**src/rtl/rock_strategy_fsm_pkg.sv**
```systemverilog
// Shared types and level limits for the rocking controller.
// Pure declarations: no logic, no latency, no flow control.
package rock_pkg;

    localparam int LVL_W = 3;
    localparam logic [LVL_W-1:0] LVL_MIN = 3'd1;
    localparam logic [LVL_W-1:0] LVL_MAX = 3'd7;

    typedef enum logic [1:0] {
        ST_IDLE   = 2'd0,
        ST_SETTLE = 2'd1,
        ST_EVAL   = 2'd2,
        ST_CALM   = 2'd3
    } state_t;

    typedef enum logic {
        KNOB_AMP  = 1'b0,
        KNOB_FREQ = 1'b1
    } knob_t;

    typedef enum logic {
        DIR_UP   = 1'b0,
        DIR_DOWN = 1'b1
    } dir_t;

endpackage

```
**src/rtl/rock_strategy_fsm_if.sv**
```systemverilog
// Stress-sample inputs and motor set-point outputs of the rocking controller.
// master drives the samples and enable; slave is the controller.
interface rock_strategy_fsm_if;
    import rock_pkg::*;

    logic             enable;
    logic             sample_tick;
    logic [2:0]       status;
    logic             gedaald;
    logic             gelijk;
    logic [LVL_W-1:0] amp;
    logic [LVL_W-1:0] freq;
    logic             busy;
    logic             calm;
    logic             alarm;

    modport master (
        output enable, sample_tick, status, gedaald, gelijk,
        input  amp, freq, busy, calm, alarm
    );

    modport slave (
        input  enable, sample_tick, status, gedaald, gelijk,
        output amp, freq, busy, calm, alarm
    );

endinterface

```
**src/rtl/rock_strategy_fsm_level_stepper.sv**
```systemverilog
// Saturating +/-1 on a set-point level; flags when the step is blocked at a limit.
// Combinational, zero latency; no flow control.
module level_stepper
    import rock_pkg::*;
(
    input  logic [LVL_W-1:0] lvl_i,
    input  dir_t             dir_i,
    output logic [LVL_W-1:0] lvl_o,
    output logic             sat_o
);

    always_comb begin
        sat_o = (dir_i == DIR_UP) ? (lvl_i >= LVL_MAX) : (lvl_i <= LVL_MIN);
        lvl_o = lvl_i;
        if (!sat_o) begin
            lvl_o = (dir_i == DIR_UP) ? lvl_i + 1'b1 : lvl_i - 1'b1;
        end
    end

endmodule

```
**src/rtl/rock_strategy_fsm.sv**
```systemverilog
// Closed-loop rocking controller: steps either amp or freq per round, judging stress after each settle window.
// Set-points update one cycle after EVAL; ROCK_WATCHDOG_EN adds a fail counter that raises alarm.
module rock_strategy_fsm
    import rock_pkg::*;
#(
    parameter int SETTLE_SAMPLES = 8,
    parameter int START_AMP      = 2,
    parameter int START_FREQ     = 2,
    parameter int MAX_FAIL       = 4
) (
    input  logic              clk,
    input  logic              reset,
    rock_strategy_fsm_if.slave rif
);

    localparam logic [LVL_W-1:0] START_AMP_L  = LVL_W'(START_AMP);
    localparam logic [LVL_W-1:0] START_FREQ_L = LVL_W'(START_FREQ);
    localparam logic [7:0]       SETTLE_L     = 8'(SETTLE_SAMPLES);

    state_t           state_q, state_d;
    logic [LVL_W-1:0] amp_q, amp_d, freq_q, freq_d;
    knob_t            knob_q, knob_d, knob_eff;
    dir_t             dir_q, dir_d, dir_eff;
    logic [7:0]       cnt_q, cnt_d;
    logic [LVL_W-1:0] step_in, step_out;
    logic             step_sat;

`ifdef ROCK_WATCHDOG_EN
    localparam logic [7:0] FAIL_L = 8'(MAX_FAIL);
    logic [7:0] fail_q, fail_d;
    logic       alarm_q, alarm_d;
`endif

    // Set-point selection and direction the EVAL step would use, from the current flags.
    always_comb begin
        knob_eff = knob_q;
        dir_eff  = dir_q;
        if (!rif.gedaald) begin
            knob_eff = knob_t'(~knob_q);
            if (!rif.gelijk) begin
                dir_eff = dir_t'(~dir_q);
            end
        end
        step_in = (knob_eff == KNOB_FREQ) ? freq_q : amp_q;
    end

    level_stepper u_stepper (
        .lvl_i (step_in),
        .dir_i (dir_eff),
        .lvl_o (step_out),
        .sat_o (step_sat)
    );

    always_comb begin
        state_d = state_q;
        amp_d   = amp_q;
        freq_d  = freq_q;
        knob_d  = knob_q;
        dir_d   = dir_q;
        cnt_d   = cnt_q;
`ifdef ROCK_WATCHDOG_EN
        fail_d  = fail_q;
        alarm_d = alarm_q;
`endif
        unique case (state_q)
            ST_IDLE: begin
`ifdef ROCK_WATCHDOG_EN
                fail_d  = 8'd0;
                alarm_d = 1'b0;
`endif
                if (rif.enable) begin
                    amp_d   = START_AMP_L;
                    freq_d  = START_FREQ_L;
                    cnt_d   = 8'd0;
                    state_d = ST_SETTLE;
                end
            end
            ST_SETTLE: begin
                if (rif.sample_tick) begin
                    cnt_d = cnt_q + 8'd1;
                    if (cnt_q + 8'd1 == SETTLE_L) begin
                        state_d = ST_EVAL;
                    end
                end
            end
            ST_EVAL: begin
                if (rif.status == 3'd0) begin
                    state_d = ST_CALM;
`ifdef ROCK_WATCHDOG_EN
                    fail_d  = 8'd0;
`endif
                end else begin
                    if (knob_eff == KNOB_FREQ) begin
                        freq_d = step_out;
                    end else begin
                        amp_d = step_out;
                    end
                    knob_d  = knob_eff;
                    dir_d   = step_sat ? dir_t'(~dir_eff) : dir_eff;
                    cnt_d   = 8'd0;
                    state_d = ST_SETTLE;
`ifdef ROCK_WATCHDOG_EN
                    if (rif.gedaald) begin
                        fail_d = 8'd0;
                    end else if (fail_q + 8'd1 >= FAIL_L) begin
                        // Trip: abandon the search and restart from known-good settings.
                        fail_d  = 8'd0;
                        alarm_d = 1'b1;
                        amp_d   = START_AMP_L;
                        freq_d  = START_FREQ_L;
                        knob_d  = KNOB_AMP;
                        dir_d   = DIR_UP;
                    end else begin
                        fail_d = fail_q + 8'd1;
                    end
`endif
                end
            end
            ST_CALM: begin
`ifdef ROCK_WATCHDOG_EN
                fail_d = 8'd0;
`endif
                if (rif.sample_tick && rif.status != 3'd0) begin
                    cnt_d   = 8'd0;
                    state_d = ST_SETTLE;
                end
            end
        endcase

        // Dropping enable overrides everything, including a pending EVAL step.
        if (!rif.enable) begin
            state_d = ST_IDLE;
            amp_d   = '0;
            freq_d  = '0;
            knob_d  = KNOB_AMP;
            dir_d   = DIR_UP;
            cnt_d   = 8'd0;
`ifdef ROCK_WATCHDOG_EN
            fail_d  = 8'd0;
            alarm_d = 1'b0;
`endif
        end
    end

    always_ff @(posedge clk or posedge reset) begin
        if (reset) begin
            state_q <= ST_IDLE;
            amp_q   <= '0;
            freq_q  <= '0;
            knob_q  <= KNOB_AMP;
            dir_q   <= DIR_UP;
            cnt_q   <= 8'd0;
`ifdef ROCK_WATCHDOG_EN
            fail_q  <= 8'd0;
            alarm_q <= 1'b0;
`endif
        end else begin
            state_q <= state_d;
            amp_q   <= amp_d;
            freq_q  <= freq_d;
            knob_q  <= knob_d;
            dir_q   <= dir_d;
            cnt_q   <= cnt_d;
`ifdef ROCK_WATCHDOG_EN
            fail_q  <= fail_d;
            alarm_q <= alarm_d;
`endif
        end
    end

    assign rif.amp  = amp_q;
    assign rif.freq = freq_q;
    assign rif.busy = (state_q == ST_SETTLE) || (state_q == ST_EVAL);
    assign rif.calm = (state_q == ST_CALM);
`ifdef ROCK_WATCHDOG_EN
    assign rif.alarm = alarm_q;
`else
    // Constant low; the comparison only keeps MAX_FAIL referenced.
    assign rif.alarm = (MAX_FAIL < 0);
`endif

endmodule

```
**src/flat_wrapper.sv**
```systemverilog
// flat-port wrapper written by rule: the top's interface ports become plain ports
module rock_strategy_fsm_flat import rock_pkg::*;
#(
    parameter int SETTLE_SAMPLES = 8,
    parameter int START_AMP      = 2,
    parameter int START_FREQ     = 2,
    parameter int MAX_FAIL       = 4
)
  (clk, reset, rif_enable, rif_sample_tick, rif_status, rif_gedaald, rif_gelijk, rif_amp, rif_freq, rif_busy, rif_calm, rif_alarm);
  rock_strategy_fsm_if rif_i ();
  input  logic clk;
  input  logic reset;
  input wire logic [$bits(rif_i.enable)-1:0] rif_enable;
  input wire logic [$bits(rif_i.sample_tick)-1:0] rif_sample_tick;
  input wire logic [$bits(rif_i.status)-1:0] rif_status;
  input wire logic [$bits(rif_i.gedaald)-1:0] rif_gedaald;
  input wire logic [$bits(rif_i.gelijk)-1:0] rif_gelijk;
  output wire logic [$bits(rif_i.amp)-1:0] rif_amp;
  output wire logic [$bits(rif_i.freq)-1:0] rif_freq;
  output wire logic [$bits(rif_i.busy)-1:0] rif_busy;
  output wire logic [$bits(rif_i.calm)-1:0] rif_calm;
  output wire logic [$bits(rif_i.alarm)-1:0] rif_alarm;
  assign rif_i.enable = rif_enable;
  assign rif_i.sample_tick = rif_sample_tick;
  assign rif_i.status = rif_status;
  assign rif_i.gedaald = rif_gedaald;
  assign rif_i.gelijk = rif_gelijk;
  assign rif_amp = rif_i.amp;
  assign rif_freq = rif_i.freq;
  assign rif_busy = rif_i.busy;
  assign rif_calm = rif_i.calm;
  assign rif_alarm = rif_i.alarm;
  rock_strategy_fsm #(.SETTLE_SAMPLES(SETTLE_SAMPLES), .START_AMP(START_AMP), .START_FREQ(START_FREQ), .MAX_FAIL(MAX_FAIL)) u_core (.clk(clk), .reset(reset), .rif(rif_i));
endmodule
```
**config.mk**
```make
export PLATFORM = sky130hd
export DESIGN_NAME = rock_strategy_fsm_flat
export DESIGN_NICKNAME = d
export VERILOG_FILES = /design/src/rtl/rock_strategy_fsm_pkg.sv /design/src/rtl/rock_strategy_fsm_if.sv /design/src/rtl/rock_strategy_fsm_level_stepper.sv /design/src/rtl/rock_strategy_fsm.sv /design/src/flat_wrapper.sv
export SDC_FILE = /design/constraint.sdc
export NUM_CORES = 1
export LEC_CHECK = 0
export CORE_MARGIN = 8
export CORE_UTILIZATION = 57
export CTS_CLUSTER_DIAMETER = 100
export DETAILED_ROUTE_END_ITERATION = 10
export DONT_BUFFER_PORTS = 1
export PLACE_DENSITY_LB_ADDON = 0.12
export SLEW_MARGIN = 30
export SYNTH_ARGS = -nofsm -noshare
export SYNTH_HDL_FRONTEND = slang
export SYNTH_SLANG_ARGS = --single-unit
```
**constraint.sdc**
```tcl
create_clock -name clk -period 2.3 [get_ports clk]
set_input_delay 0.115 -clock clk [delete_from_list [all_inputs] [get_ports clk]]
set_output_delay 0.115 -clock clk [all_outputs]
set_load 0.03 [all_outputs]
```
==> flow_summary.yaml <==
synth:
  yosys.area.top_type: "dfrtp_1"
  yosysMostFrequentCell: "nand2_1"
  synth_edf_count: 0
  synth.top_cells.by_count: "27 x nand2_1, 18 x dfrtp_1, 14 x nor2_1, 12 x a21oi_1, 10 x o21ai_0"
  syn_inst: 176
  syn-cell-area_um2: 1450
  syn-mean-instance-area_um2: 8.23
  ys_seq_area_frac: 0.311
  ys.flop_type: "dfrtp_1"
  synth_cell_type_count: 47
  ys_seq_elements: 18
  synth_top_area_share: 0.311
  ys_warn_count: 0
  syn_nets: 193
  synthTopCellsByArea: "dfrtp_1 31%, nand2_1 7.0%, ha_1 6.9%"
  async_flop_share: 1.00
setup_path:
  slowest_stage: "dfrtp_2"
  startpoint: "u_core.knob_q"
  cpPeakStageDelay_ps: 470
  crit_arrival_ps: 2450
  startpoint_type: "register"
  path_buf_inv: 0
  crit_chain: "xnor2_4 > mux2_4 > ha_1 > nor3_4 > nor4_4 > or2_4 > o311ai_1"
  cp.required_ps: 2520
  critPathTopFamily: "simple AND/OR/NAND/NOR gates"
  r2r_end: "u_core.rif.freq[1]"
  reg2reg_slack_ps: 70
  reg2reg_depth: 7
  worst_setup_path_end_kind: "register"
  r2r_start: "u_core.knob_q"
  critPathMaxFanout: 5
  critPathKind: "register to register"
clocking:
  cts_root_buf: "clkbuf_4"
  clk_path_buf_depth: 2
  ctsHtreeMaxLevel: 1
  cts.sinks: 18
  clk_pin_slew_ps: 120
  cts_tree: "built"
  clk_latency_ps: 310
  cts_made_buffers: 3
route:
  final_antenna_net_count: 0
  drc: 0
  drt_pass1_iterations: 4
  avgRoutedWirePerCell_um: 17.5
  totalWireLength_um: 3920
  viasPerCell: 6.29
  vias: 1409
  drt_iter0_markers: 107
power_and_ir_drop:
  p_int_mw: 0.640
  clkPwrFrac: 0.183
  p_sw_mw: 0.483
  ir_drop_mv: 0.561
  combPwrFrac: 0.479
  p_leak_nw: 0.720
  p_sw_frac: 0.430
  seqPwrFrac: 0.338
  p_per_area_nw_per_um2: 645
job:
  drv_cap: 0
sta:
  slew_violations: 0
  period_needed_ps: 2230
  finalSetupTns_ps: 0
  setup_viol: 0
  slew_headroom: 0.510
  fin_skew_ps: 10.9
  rsz0062_at_grt: "true"
  fmax_mhz: 449
  finalHoldViolCount: 0
  fin_crit_sh: 0.968
  worst_slew_pin_slew_ps: 716
  setup_ws_ps: 73.0
run_status:
  status: "finished clean"
global_route:
  grt_pass1_wl_um: 6600
  grt_pass1_vias: 1405
  track_usage: 0.188
  grt_max_degree: 19
  grt_overflow: 0
  antenna_found_initial: 0
min_path:
  min_delay_path_depth: 3
  min_from: "rif_gedaald"
  hold-path-endpoint: "u_core.knob_q"
  hp-class: "input pin to register"
floorplanning:
  start_util: 0.596
  rows: 18
  dieWidth_um: 66.4
  die_y_um: 66.4
  die_area_um2: 4410
  coreArea_um2: 2430
  ios: 18
placed_design:
  hpwl_um: 2870
  place_ws_ps: -72.3
  gp_congestion: 0.851
  portBuffers: 0
cells_and_area:
  regArea_um2: 452
  area_growth_pct: 20.1
  n_antenna_cell: 0
  final_nets: 212
  drive_gt1_frac: 0.237
  nFillCells: 192
  multi_input_area_um2: 1030
## layer usage
metal	track usage	wire (µm)	vias to the layer above
li1	-	-	681
met1	0.220	1640	675
met2	0.329	1990	44
met3	0.0356	224	9
met4	0.0667	69	0
met5	0	0	-
## timing repair
action,CTS,global route
pin swaps,3,3
setup buffers,3,0
hold endpoints to repair,19,0
gates cloned,0,0
hold buffers,2,0
endpoints found under the setup margin,4,4
resized for setup,3,12
## metrics by stage
| stage | cells | util | area (µm²) | power [mW] | hold slack, ps |
|---|---|---|---|---|---|
| floorplan | 176 | - | 1470 | 0.724 | 53.5 |
| global placement | 215 | 0.655 | 1590 | 0.860 | 150 |
| detailed placement | 215 | 0.655 | 1590 | 0.872 | 158 |
| CTS | 224 | 0.692 | 1680 | 1.09 | 62.3 |
| global route | 224 | 0.716 | 1740 | 1.21 | 88.1 |
| finish | 224 | 0.716 | 1740 | 1.12 | 64.0 |
## cells in the final DEF, fill, tap and decap left out, drive strengths merged, types with 2 or more instances in the layout
cell         synthesis  routed
a21oi               12      12
a311o                2       2
a31oi                3       3
and2                 3       3
buf                  2      18
clkbuf               4       4
dfrtp               18      18
dlygate4sd3          0       2
ha                   8       8
inv                  8       8
mux2                 6       6
nand2               27      27
nand3                7       7
nand4                2       2
nand4b               2       2
nor2                14      14
nor3                 8       8
nor4b                2       2
o211ai               5       5
o21a                 2       2
o21ai               10      10
o21ba                2       2
o311ai               2       2
or3                  2       2
xnor2                3       3
## power groups by stage
stage	registers, mW	logic [mW]	clock network (mW)
finish	0.380	0.538	0.205
detailed placement	0.384	0.488	0
global route	0.383	0.607	0.222
floorplan	0.410	0.314	0
CTS	0.377	0.506	0.206
global placement	0.382	0.478	0
## logic make-up (layout without fill, tap and decap cells)
group / count (synthesis) / after routing / share of synthesized area
AND/OR/NAND/NOR: 76 / 76 / 0.268
AO/OA/AOI/OAI: 48 / 48 / 0.223
flip-flops: 18 / 18 / 0.311
buffers and inverters: 14 / 32 / 0.0414
adder cells (fa/ha/maj): 8 / 8 / 0.0691
multiplexers: 7 / 7 / 0.0561
XOR/XNOR: 4 / 4 / 0.0294
other: 1 / 1 / 0.00259
## state kept, by name, indices dropped and copies added, names as in the netlist
| register | flops |
|---|---|
| u_core.cnt_q | 8 |
| u_core.rif.amp | 3 |
| u_core.rif.freq | 3 |
| u_core.dir_q | 1 |
| u_core.knob_q | 1 |
| u_core.state_q | 2 |
## worst min-delay path, stage by stage
cell	delay (ps)
nor3_1	40
xnor2_1	150
nor2_1	50
## cell type report
class,count,share of cell area
Sequential cell,18,0.260
Timing Repair Buffer,20,0.0913
Multi-Input combinational cell,144,0.590
Clock buffer,4,0.0208
Tap cell,30,0.0216
Inverter,8,0.0173
## worst max path at each step
stage,cells after the start,end,slack (ps)
finish,7,u_core.rif.freq[1],70
global route,12,u_core.rif.amp[0],-20
CTS,7,u_core.rif.amp[0],-10
detailed placement,9,u_core.rif.amp[1],-70
global placement,8,u_core.rif.freq[1],30
floorplan,8,u_core.rif.amp[1],30
(Power assumes the default switching activity.)
